### config.mk
export PLATFORM = sky130hd
export DESIGN_NAME = bsg_event_window_ctrl
export DESIGN_NICKNAME = d
export VERILOG_FILES = /design/src/rtl/bsg_event_window_ctrl.sv
export SDC_FILE = /design/constraint.sdc
export NUM_CORES = 1
export LEC_CHECK = 0
export ABC_AREA = 1
export BUFFER_PORTS_ARGS = -buffer_cell sky130_fd_sc_hd__buf_2
export CORE_MARGIN = 1.5
export CORE_UTILIZATION = 35
export CTS_CLUSTER_SIZE = 28
export DETAILED_ROUTE_END_ITERATION = 16
export PLACE_DENSITY = 0.51
export SYNTH_ARGS = -nofsm -noshare
export SYNTH_HDL_FRONTEND = slang
export SYNTH_SLANG_ARGS = --single-unit
### constraint.sdc
create_clock -name clk_i -period 2.3 [get_ports clk_i]
set_input_delay 0.23 -clock clk_i [delete_from_list [all_inputs] [get_ports clk_i]]
set_output_delay 0.23 -clock clk_i [all_outputs]
set_load 0.05 [all_outputs]
### src/rtl/bsg_event_window_ctrl.sv
// Sequences a shared clear/up event counter to measure events over a programmable
// window, returning a saturating count and overflow flag on a valid/yumi interface.
module bsg_event_window_ctrl #(
    parameter int max_val_p      = 63,
    parameter int window_width_p = 16,
    localparam int count_width_lp = $clog2(max_val_p + 1)
) (
    input  logic                      clk_i,
    input  logic                      reset_n_i,
    input  logic                      start_v_i,
    input  logic [window_width_p-1:0] window_len_i,
    output logic                      start_ready_o,
    input  logic                      abort_i,
    input  logic                      event_i,
    output logic                      ctr_clear_o,
    output logic                      ctr_up_o,
    input  logic [count_width_lp-1:0] ctr_count_i,
    output logic                      result_v_o,
    output logic [count_width_lp-1:0] result_count_o,
    output logic                      result_sat_o,
    input  logic                      result_yumi_i
);

    typedef enum logic [2:0] {
        IDLE   = 3'd0,
        CLEAR  = 3'd1,
        SAMPLE = 3'd2,
        DRAIN  = 3'd3,
        DONE   = 3'd4
    } state_e;

    localparam logic [count_width_lp-1:0] max_count_lp = count_width_lp'(max_val_p);

    state_e                      state_r, state_n;
    logic [window_width_p-1:0]   len_r;
    logic [window_width_p-1:0]   remaining_r;
    logic                        sat_r;
    logic [count_width_lp-1:0]   result_count_r;
    logic                        result_sat_r;
    logic                        at_max;
    logic                        abort_active;

    assign at_max       = (ctr_count_i >= max_count_lp);
    assign abort_active = abort_i && (state_r != IDLE);

    always_ff @(posedge clk_i or negedge reset_n_i) begin
        if (!reset_n_i) begin
            state_r <= IDLE;
        end else begin
            state_r <= state_n;
        end
    end

    always_comb begin
        state_n       = state_r;
        start_ready_o = 1'b0;
        ctr_clear_o   = 1'b0;
        ctr_up_o      = 1'b0;
        result_v_o    = 1'b0;
        case (state_r)
            IDLE: begin
                start_ready_o = 1'b1;
                if (start_v_i) begin
                    state_n = CLEAR;
                end
            end
            CLEAR: begin
                ctr_clear_o = ~abort_i;
                state_n     = (len_r != '0) ? SAMPLE : DRAIN;
            end
            SAMPLE: begin
                // Holding up at max keeps the counter from wrapping back to zero.
                ctr_up_o = event_i & ~at_max & ~abort_i;
                if (remaining_r == window_width_p'(1)) begin
                    state_n = DRAIN;
                end
            end
            DRAIN: begin
                state_n = DONE;
            end
            DONE: begin
                result_v_o = 1'b1;
                if (result_yumi_i) begin
                    state_n = IDLE;
                end
            end
            default: begin
                state_n = IDLE;
            end
        endcase
        if (abort_active) begin
            state_n = IDLE;
        end
    end

    always_ff @(posedge clk_i or negedge reset_n_i) begin
        if (!reset_n_i) begin
            len_r          <= '0;
            remaining_r    <= '0;
            sat_r          <= 1'b0;
            result_count_r <= '0;
            result_sat_r   <= 1'b0;
        end else if (!abort_active) begin
            case (state_r)
                IDLE: begin
                    if (start_v_i) begin
                        len_r <= window_len_i;
                        sat_r <= 1'b0;
                    end
                end
                CLEAR: begin
                    remaining_r <= len_r;
                end
                SAMPLE: begin
                    remaining_r <= remaining_r - window_width_p'(1);
                    if (event_i && at_max) begin
                        sat_r <= 1'b1;
                    end
                end
                // The final up of the window is only visible in the counter one cycle later.
                DRAIN: begin
                    result_count_r <= ctr_count_i;
                    result_sat_r   <= sat_r;
                end
                default: begin
                end
            endcase
        end
    end

    assign result_count_o = result_count_r;
    assign result_sat_o   = result_sat_r;

endmodule

Word level (Yosys, flattened, before mapping). Index checks and enable logic that the tools add are counted.

Register bits: 43. Output and inout port bits: 11.

$add $sub $neg: 1. Order comparisons: 1. Eq/ne operators: 10. Multiplexer cells: 14. Bitwise logic cells: 5. Reduce and logical (&&, ||, !) cells: 12.

Operators with widths (number): $pmux W16 S2 (1); $eq A16 B1 Y1 const B (1); $reduce_bool A16 Y1 (1); $sub A16 B1 Y16 const B (1); $pmux W3 S5 (1); $mux W3 (4); $ne A3 B3 Y1 const B (3); $mux W1 (7); $eq A3 B2 Y1 const B (2); $ge A6 B6 Y1 const B (1); $reduce_and A3 Y1 (2); $ne A2 B2 Y1 const B (2); $reduce_and A2 Y1 (2); $reduce_and A4 Y1 (1); $reduce_bool A2 Y1 (2); $eq A3 B1 Y1 const B (1); $eq A3 B3 Y1 const B (1); $logic_not A3 Y1 (1); $not A1 Y1 (3); $reduce_bool A3 Y1 (1); $and A1 B1 Y1 (2); $logic_and A1 B1 Y1 (2); $pmux W1 S2 (1).

Logic depth before layout (Yosys ltp). Gate-level depths: netlist (run 1).

Depth in word-level cells: 5. Mapped depth: 9.

Least setup slack after synthesis (run 1). Ideal clock, no wire load.

Path kind: reg-to-output. From: register state_r[0]. To: output ctr_up_o. Data arrival time: 2.378 ns. Data required time: 2.070 ns. Setup slack: -0.308 ns. Cell stages (with the launch flop): 5. Buffers on the path: 1. Cell sequence: dfrtp_1 -> nor2_2 -> nand2_2 -> buf_4 -> nor4_1.

Longest elaborated chain between the ends: 2.

Ends and longest elaborated chain: start: declaration (RTL line 34) `state_e state_r, state_n;`; start signal: assignment (RTL line 50) `state_r <= state_n;`; $eq A3 B2 Y1 (RTL line 60) `case (state_r)`; $mux W1 (RTL line 60); end: declaration (RTL line 16) `output logic ctr_up_o,`.

No other way between the ends.

Worst setup path in the final report (run 1). Same ends and word-level chain as after synthesis.

==> flow_metrics.env, run 1 <==
export IMPL_die_w_microns=85.7
export IMPL_grt_pass1_vias=1933
export IMPL_dieArea_sq_um=7350
export IMPL_synth_area_leaders="dfrtp_1 45%, nand2_1 16%, inv_1 6.0%"
export IMPL_cts_made_buffers=5
export IMPL_worst_slew_pin_slew_ns=0.497
export IMPL_finClkSkew_ns=0.0112
export IMPL_synth_common_cells="100 x nand2_1, 43 x dfrtp_1, 38 x inv_1, 36 x nor2_1, 27 x nand3_1"
export IMPL_slew_headroom_pct=66.9
export IMPL_cpMaxStageDelayCell="dfrtp_1"
export IMPL_syn_to_final_growth_pct=14.6
export IMPL_ir_worst_vdd_mv=0.498
export IMPL_async_flop_share_pct=100
export IMPL_p_per_area_nw_per_um2=1400
export IMPL_arrival_ns=1.78
export IMPL_dp_hpwl_microns=4130
export IMPL_yosys_cell_types_count=25
export IMPL_crit_type="reg2out"
export IMPL_drive_gt1_share_pct=21.1
export IMPL_grt_max_degree=25
export IMPL_rsz0062_at_grt="false"
export IMPL_synth_largest_area_cell="dfrtp_1"
export IMPL_status="finished, final reports clean"
export IMPL_ant_nets=0
export IMPL_hold_slack_ns=0.121
export IMPL_synthFlopType="dfrtp_1"
export IMPL_die_y_microns=85.7
export IMPL_initial_utilization_pct=36.9
export IMPL_drcViolationCount=0
export IMPL_max_freq_mhz=499
export IMPL_gp_congestion=0.818
export IMPL_power_leakage_nw=1.39
export IMPL_synthesis_nets=350
export IMPL_wl_per_cell_microns=12.4
export IMPL_cts_hold_buf=1
export IMPL_antenna_cells=0
export IMPL_route_vias_total=2036
export IMPL_path_max_fanout=16
export IMPL_rr_worst_depth=6
export IMPL_post_cts_buffers=0
export IMPL_clock_sinks=43
export IMPL_path_depth=4
export IMPL_crit_path_max_incr_delay_ns=0.45
export IMPL_setup_worst_path_end_class="output pin"
export IMPL_register_area_sq_um=1080
export IMPL_fin_tns_setup_ns=0
export IMPL_hold_viol_final=0
export IMPL_fillers=690
export IMPL_ctsResizeCount=0
export IMPL_cts_clk_slew_worst_paths_ns=0.09
export IMPL_worstPathCellList="nor2_2 > nand2_2 > nor4_2 > buf_2"
export IMPL_grt_overflow=0
export IMPL_final_core_util_pct=42.2
export IMPL_cts_htree_levels=2
export IMPL_clk_latency_ns=0.30
export IMPL_drt_first_pass_iters=4
export IMPL_synth_top_area_share_pct=44.9
export IMPL_crit_family="simple AND/OR/NAND/NOR gates"
export IMPL_synth_edf_count=0
export IMPL_hold_depth=3
export IMPL_drt_iter0_drc=77
export IMPL_rows=29
export IMPL_antenna_found_initial=0
export IMPL_synth_cells=320
export IMPL_ys_seq_area_share_pct=44.9
export IMPL_cts_tree="yes"
export IMPL_synth_area_sq_um=2390
export IMPL_critPathBufInv=1
export IMPL_io_pins=39
export IMPL_fin_crit_ns=2.01
export IMPL_synth_most_common_cell="nand2_1"
export IMPL_synth_seq_cells=43
export IMPL_required_ns=2.07
export IMPL_root_buffer="clkbuf_8"
export IMPL_grt_pass1_wl_microns=9430
export IMPL_maxSlewViolCount=0
export IMPL_core_sq_um=6490
export IMPL_clk_path_buf_depth=2
export IMPL_multi_input_area_sq_um=1100
export IMPL_synth_area_per_cell_sq_um=7.48
export IMPL_grt_total_usage_pct=16.4
export IMPL_viasPerCell=4.65
export IMPL_nNetsFinal=390
export IMPL_wirelength_microns=5430
export IMPL_ys_warn_count=0
export IMPL_min_period_over_period_pct=87.2
export IMPL_min_path_type="in2reg"
export IMPL_critPathLaunchType="register"
export IMPL_portBuffers=38
export IMPL_setup_viol=0
export IMPL_maxCapViolations=0
metrics by stage:
step	instance area (sq um)	instances	setup WS (ns)	power, mW
after floorplan	2400	320	0.214	2.95
after global placement	2640	429	0.611	3.34
after detailed placement	2640	429	0.554	3.35
after CTS	2740	438	0.286	3.89
after global routing	2740	438	0.187	4.23
final	2740	438	0.294	3.84
power by group:
group / switching [mW] / internal (mW) / leakage (nW)
combinational: 1.35 / 0.600 / 0.804
clock: 0.276 / 0.245 / 0.0474
sequential: 0.271 / 1.10 / 0.538
total: 1.89 / 1.95 / 1.39
state kept, by name, indices dropped and copies added, names as in the netlist:
| register | cells |
|---|---|
| sat_r | 1 |
| result_count_o | 6 |
| remaining_r | 16 |
| state_r | 3 |
| result_sat_o | 1 |
| len_r | 16 |
placed cells by master (no fill, tap or decap), drive strengths merged, types with 2 or more instances in the layout:
cell type / instances
a21oi: 12
nand2: 105
buf: 41
nor3: 2
nor2: 39
o21ai: 27
dfrtp: 43
nand4: 3
clkbuf: 6
nand3: 27
mux2: 6
ha: 2
o211ai: 3
inv: 40
worst register-to-register path: cells and delay by family (launching register included):
| family | cells | cell delay, ns |
|---|---|---|
| flops | 1 | 0.45 |
| simple gates | 2 | 0.43 |
| buf+inv | 1 | 0.39 |
| compound gates | 3 | 0.36 |
logic make-up (layout without fill, tap and decap cells):
family	after synthesis	in the layout	synth area share, %
mux	6	6	2.82
buf+inv	49	90	9.40
simple gates	178	178	31.3
fa+ha+maj	2	2	1.04
flops	43	43	44.9
compound gates	42	42	10.5
area by class of cell:
cell class / count / share of cell area [%]
flip-flops and latches: 43 / 39.2
well taps: 77 / 3.51
multi-input cells: 228 / 40.1
repair buffers: 42 / 8.12
inverters: 40 / 5.47
clock inverters: 2 / 0.593
clock buffers: 6 / 3.01
layer usage:
layer	vias to the layer above	GRT usage, %	part of all wire (%)
met1	913	24.2	53
li1	1086	-	-
met3	4	2.89	3.6
met4	0	5.28	1.1
met5	-	0	0
met2	33	24.3	43
path summary, 6_finish.rpt:
kind / slack, ns / endpoint / startpoint
setup / recovery: 0.29 / ctr_up_o / state_r[0]$_DFFE_PN0P_
hold / removal: 0.12 / len_r[1]$_DFFE_PN0P_ / window_len_i[1]
setup reg to reg: 0.55 / remaining_r[4]$_DFFE_PN0P_ / state_r[0]$_DFFE_PN0P_
hold reg to reg: 0.49 / result_sat_o$_DFFE_PN0P_ / result_sat_o$_DFFE_PN0P_
max in group asynchronous: 1.19 / remaining_r[4]$_DFFE_PN0P_ / reset_n_i
min in group asynchronous: 0.42 / state_r[0]$_DFFE_PN0P_ / reset_n_i
(Power assumes the default switching activity.)
==> run 2, diff against run 1 <==
- ABC_AREA: 1 -> not set
==> flow_metrics.env, run 2 <==
export IMPL_initial_utilization_pct=36.8
export IMPL_fin_tns_setup_ns=0
export IMPL_dieArea_sq_um=6820
export IMPL_clk_latency_ns=0.30
export IMPL_synth_edf_count=0
export IMPL_final_common_cell="dfrtp_1"
export IMPL_drt_iter0_drc=99
export IMPL_setup_worst_path_end_class="output pin"
export IMPL_crit_type="reg2out"
export IMPL_min_path_type="in2reg"
export IMPL_slew_headroom_pct=57.0
export IMPL_nNetsFinal=279
export IMPL_grt_pass1_vias=1684
export IMPL_cpMaxStageDelayCell="dfrtp_1"
export IMPL_grt_pass1_wl_microns=8740
export IMPL_clk_path_buf_depth=2
export IMPL_hold_path_startpoint="window_len_i[3]"
export IMPL_wl_per_cell_microns=16.0
export IMPL_clock_sinks=43
export IMPL_synth_seq_cells=43
export IMPL_yosys_cell_types_count=45
export IMPL_worstPathCellList="nor4b_2 > buf_2"
export IMPL_ant_nets=0
export IMPL_dp_hpwl_microns=3880
export IMPL_maxCapViolations=0
export IMPL_rows=28
export IMPL_numPlacedInstances=316
export IMPL_crit_path_start="state_r[0]$_DFFE_PN0P_"
export IMPL_grt_max_degree=32
export IMPL_multi_input_area_sq_um=1080
export IMPL_async_flop_share_pct=100
export IMPL_min_period_over_period_pct=93.8
export IMPL_synth_area_sq_um=2220
export IMPL_drive_gt1_share_pct=34.4
export IMPL_design_area_sq_um=2620
export IMPL_finClkSkew_ns=0.00352
export IMPL_ys_warn_count=0
export IMPL_viasPerCell=5.53
export IMPL_synth_largest_area_cell="dfrtp_1"
export IMPL_gp_congestion=0.813
export IMPL_antenna_cells=0
export IMPL_required_ns=2.07
export IMPL_cts_htree_levels=2
export IMPL_io_pins=39
export IMPL_worst_slew_pin_slew_ns=0.643
export IMPL_fillers=605
export IMPL_final_core_util_pct=43.5
export IMPL_critPathLaunchType="register"
export IMPL_mostFrequentLayoutCells="43 x dfrtp_1, 38 x buf_2, 23 x mux2_2"
export IMPL_power_leakage_nw=1.15
export IMPL_core_sq_um=6030
export IMPL_synthesis_nets=238
export IMPL_synth_area_per_cell_sq_um=10.7
export IMPL_ir_worst_vdd_mv=0.638
export IMPL_fin_crit_ns=2.16
export IMPL_syn_to_final_growth_pct=18.3
export IMPL_dp_slack_ns=0.399
export IMPL_setup_viol=0
export IMPL_cts_made_buffers=5
export IMPL_crit_path_max_incr_delay_ns=0.63
export IMPL_die_w_microns=82.6
export IMPL_status="finished, final reports clean"
export IMPL_root_buffer="clkbuf_8"
export IMPL_maxSlewViolCount=0
export IMPL_cts_clk_slew_worst_paths_ns=0.08
export IMPL_die_y_microns=82.6
export IMPL_p_total_mw=3.72
export IMPL_drt_first_pass_iters=5
export IMPL_fin_cells=325
export IMPL_p_per_area_nw_per_um2=1420
export IMPL_ys_seq_area_share_pct=48.5
export IMPL_synth_area_leaders="dfrtp_1 49%, mux2_2 12%, nor2_1 2.9%"
export IMPL_synth_common_cells="43 x dfrtp_1, 23 x mux2_2, 17 x nor2_1, 11 x o21ai_0, 10 x nand2_1"
export IMPL_path_max_fanout=14
export IMPL_layout_setup_ws_ns=0.142
export IMPL_hold_slack_ns=0.160
export IMPL_grt_overflow=0
export IMPL_rsz0062_at_grt="false"
export IMPL_drcViolationCount=0
export IMPL_synthFlopType="dfrtp_1"
export IMPL_antenna_found_initial=0
export IMPL_placed_area_sq_um=2510
export IMPL_register_area_sq_um=1080
export IMPL_synth_cells=208
export IMPL_arrival_ns=1.93
export IMPL_wirelength_microns=5190
export IMPL_cts_tree="yes"
export IMPL_route_vias_total=1798
export IMPL_synth_most_common_cell="dfrtp_1"
export IMPL_grt_total_usage_pct=17.2
export IMPL_rr_startpoint="len_r[5]$_DFFE_PN0P_"
export IMPL_max_freq_mhz=463
export IMPL_portBuffers=38
export IMPL_synth_top_area_share_pct=48.5
export IMPL_hold_viol_final=0
[run 2: routing by layer]
layer,share of wire (%),vias up,GRT usage [%]
li1,-,870,-
met3,4.3,9,3.63
met2,42,44,23.4
met4,2.2,0,7.33
met5,0,-,0
met1,51,875,26.0
[run 2: final cells by class]
class | instances | share of cell area (%)
flip-flops and latches | 43 | 41.0
multi-input cells | 147 | 41.0
repair buffers | 47 | 9.92
well taps | 75 | 3.58
clock buffers | 6 | 3.15
inverters | 5 | 0.715
clock inverters | 2 | 0.620
[run 2: worst paths after layout]
kind / end / slack [ns] / cells past startpoint
hold / removal: len_r[3]$_DFFE_PN0P_ / 0.16 / 2
min in group asynchronous: remaining_r[5]$_DFFE_PN0P_ / 0.34 / 2
setup reg to reg: state_r[0]$_DFFE_PN0P_ / 0.41 / 4
hold reg to reg: result_count_o[2]$_DFFE_PN0P_ / 0.51 / 1
setup / recovery: ctr_clear_o / 0.14 / 2
max in group asynchronous: result_sat_o$_DFFE_PN0P_ / 1.27 / 3
[run 2: kinds of logic (layout without fill, tap and decap cells)]
logic type / count (synthesis) / in the layout / share of synthesized area [%]
flops: 43 / 43 / 48.5
buf+inv: 18 / 60 / 3.78
fa+ha+maj: 2 / 2 / 1.13
xor+xnor: 1 / 1 / 0.395
mux: 25 / 25 / 12.6
simple gates: 69 / 69 / 18.0
compound gates: 50 / 50 / 15.6
[run 2: worst max-delay path: cells and delay by family (launching register included)]
kind | cells | cell delay (ns)
DFF | 1 | 0.63
and+or+nand+nor | 1 | 0.62
buffers and inverters | 1 | 0.38
[run 2: timing repair]
item | CTS | global route
buffers inserted | 0 | 0
hold endpoints to repair | 12 | 0
setup endpoints to repair | 0 | 1
hold buffers | 1 | 0
gates resized for setup | 0 | 1
[run 2: report_power, final]
group,leakage [nW],internal [mW],switching (mW)
clock,0.0474,0.245,0.273
combinational,0.581,0.705,0.913
sequential,0.522,1.12,0.462
total,1.15,2.07,1.65
==> run 3, diff against run 2 <==
- RECOVER_POWER: not set -> 50
==> flow_metrics.env, run 3 (synthesis results as in run 2) <==
export IMPL_status="finished, final reports clean"
export IMPL_grt_pass1_vias=1684
export IMPL_post_cts_buffers=0
export IMPL_fin_tns_setup_ns=0
export IMPL_setup_viol=0
export IMPL_root_buffer="clkbuf_8"
export IMPL_clk_path_buf_depth=2
export IMPL_p_total_mw=3.70
export IMPL_hold_depth=2
export IMPL_antenna_cells=0
export IMPL_rsz0062_at_grt="false"
export IMPL_path_max_fanout=14
export IMPL_p_per_area_nw_per_um2=1420
export IMPL_max_freq_mhz=463
export IMPL_fin_crit_ns=2.16
export IMPL_finClkSkew_ns=0.00354
export IMPL_maxSlewViolCount=0
export IMPL_viasPerCell=5.54
export IMPL_route_vias_total=1799
export IMPL_die_y_microns=82.6
export IMPL_design_area_sq_um=2610
export IMPL_cts_tree="yes"
export IMPL_reg2reg_to="state_r[0]$_DFFE_PN0P_"
export IMPL_arrival_ns=1.93
export IMPL_slew_headroom_pct=49.3
export IMPL_hold_path_startpoint="window_len_i[3]"
export IMPL_drt_first_pass_iters=5
export IMPL_power_leakage_nw=1.13
export IMPL_wirelength_microns=5190
export IMPL_grt_max_degree=32
export IMPL_cpMaxStageDelayCell="dfrtp_1"
export IMPL_crit_type="reg2out"
export IMPL_cts_made_buffers=5
export IMPL_cts_htree_levels=2
export IMPL_final_core_util_pct=43.4
export IMPL_drcViolationCount=0
export IMPL_rr_worst_depth=4
export IMPL_critPathLaunchType="register"
export IMPL_hold_end="len_r[3]$_DFFE_PN0P_"
export IMPL_required_ns=2.07
export IMPL_numPlacedInstances=316
export IMPL_antenna_found_initial=0
export IMPL_worst_slew_pin_slew_ns=0.760
export IMPL_drt_iter0_drc=100
export IMPL_fin_cells=325
export IMPL_min_period_over_period_pct=93.8
export IMPL_mostFrequentLayoutCells="43 x dfrtp_1, 32 x buf_2, 23 x mux2_2"
export IMPL_dieArea_sq_um=6820
export IMPL_crit_path_max_incr_delay_ns=0.63
export IMPL_setup_worst_path_end_class="output pin"
export IMPL_syn_to_final_growth_pct=17.8
export IMPL_wl_per_cell_microns=16.0
export IMPL_hold_viol_final=0
export IMPL_gp_congestion=0.813
export IMPL_min_path_type="in2reg"
export IMPL_drive_gt1_share_pct=32.0
export IMPL_rrSetupSlack_ns=0.41
export IMPL_die_w_microns=82.6
export IMPL_dp_hpwl_microns=3880
export IMPL_clk_latency_ns=0.30
export IMPL_core_sq_um=6030
export IMPL_grt_overflow=0
export IMPL_nNetsFinal=279
export IMPL_clock_sinks=43
export IMPL_ir_worst_vdd_mv=0.623
export IMPL_worstPathCellList="nor4b_2 > buf_2"
export IMPL_rows=28
export IMPL_cts_clk_slew_worst_paths_ns=0.08
export IMPL_ant_nets=0
export IMPL_maxCapViolations=0
export IMPL_placed_area_sq_um=2510
export IMPL_dp_slack_ns=0.399
export IMPL_rr_startpoint="len_r[5]$_DFFE_PN0P_"
export IMPL_grt_total_usage_pct=17.2
export IMPL_hold_slack_ns=0.160
export IMPL_initial_utilization_pct=36.8
export IMPL_io_pins=39
export IMPL_layout_setup_ws_ns=0.142
export IMPL_grt_pass1_wl_microns=8740
export IMPL_final_common_cell="dfrtp_1"
export IMPL_portBuffers=38
-- run 3: changes by cell type in the layout (fill, tap and decap cells not counted), sizes merged --
cell	previous run	this run
buf	46	39
clkbuf	6	13
-- run 3: worst max path at each step --
stage	slack (ns)	cells past startpoint	from	endpoint
global route	0.02	2	state_r[0]$_DFFE_PN0P_	ctr_clear_o
floorplan	0.07	6	state_r[1]$_DFFE_PN0P_	len_r[15]$_DFFE_PN0P_
CTS	0.05	4	state_r[1]$_DFFE_PN0P_	ctr_up_o
finish	0.14	2	state_r[0]$_DFFE_PN0P_	ctr_clear_o
global placement	0.48	4	state_r[1]$_DFFE_PN0P_	state_r[0]$_DFFE_PN0P_
detailed placement	0.40	4	state_r[1]$_DFFE_PN0P_	ctr_up_o
-- run 3: layout make-up --
type / count / area (sq um)
multi-input cells: 147 / 1080
clock buffers: 6 / 82.6
repair buffers: 47 / 250
fillers: 605 / 3410
clock inverters: 2 / 16.3
flip-flops and latches: 43 / 1080
inverters: 5 / 18.8
well taps: 75 / 93.8
-- run 3: worst max-delay path, delay by kind of cell, from the launching register on --
kind                   cells  cell delay [ns]
buffers and inverters      1             0.38
DFF                        1             0.63
and+or+nand+nor            1             0.62
-- run 3: report_power, final --
group	internal, mW	leakage, nW	switching, mW
logic	0.693	0.560	0.913
clock network	0.245	0.0474	0.273
registers	1.12	0.522	0.464
-- run 3: routing by layer --
layer / global-route usage (%) / up-vias / share of wire, %
met5: 0 / - / 0
met3: 3.63 / 9 / 4.3
met4: 7.33 / 0 / 2.2
met2: 23.4 / 44 / 42
li1: - / 869 / -
met1: 26.0 / 877 / 52
-- run 3: timing repair --
| action | 4_1_cts | 5_1_grt |
|---|---|---|
| hold buffers | 1 | 0 |
| hold endpoints to repair | 12 | 0 |
| endpoints found under the setup margin | 0 | 1 |
| resized for setup | 0 | 1 |
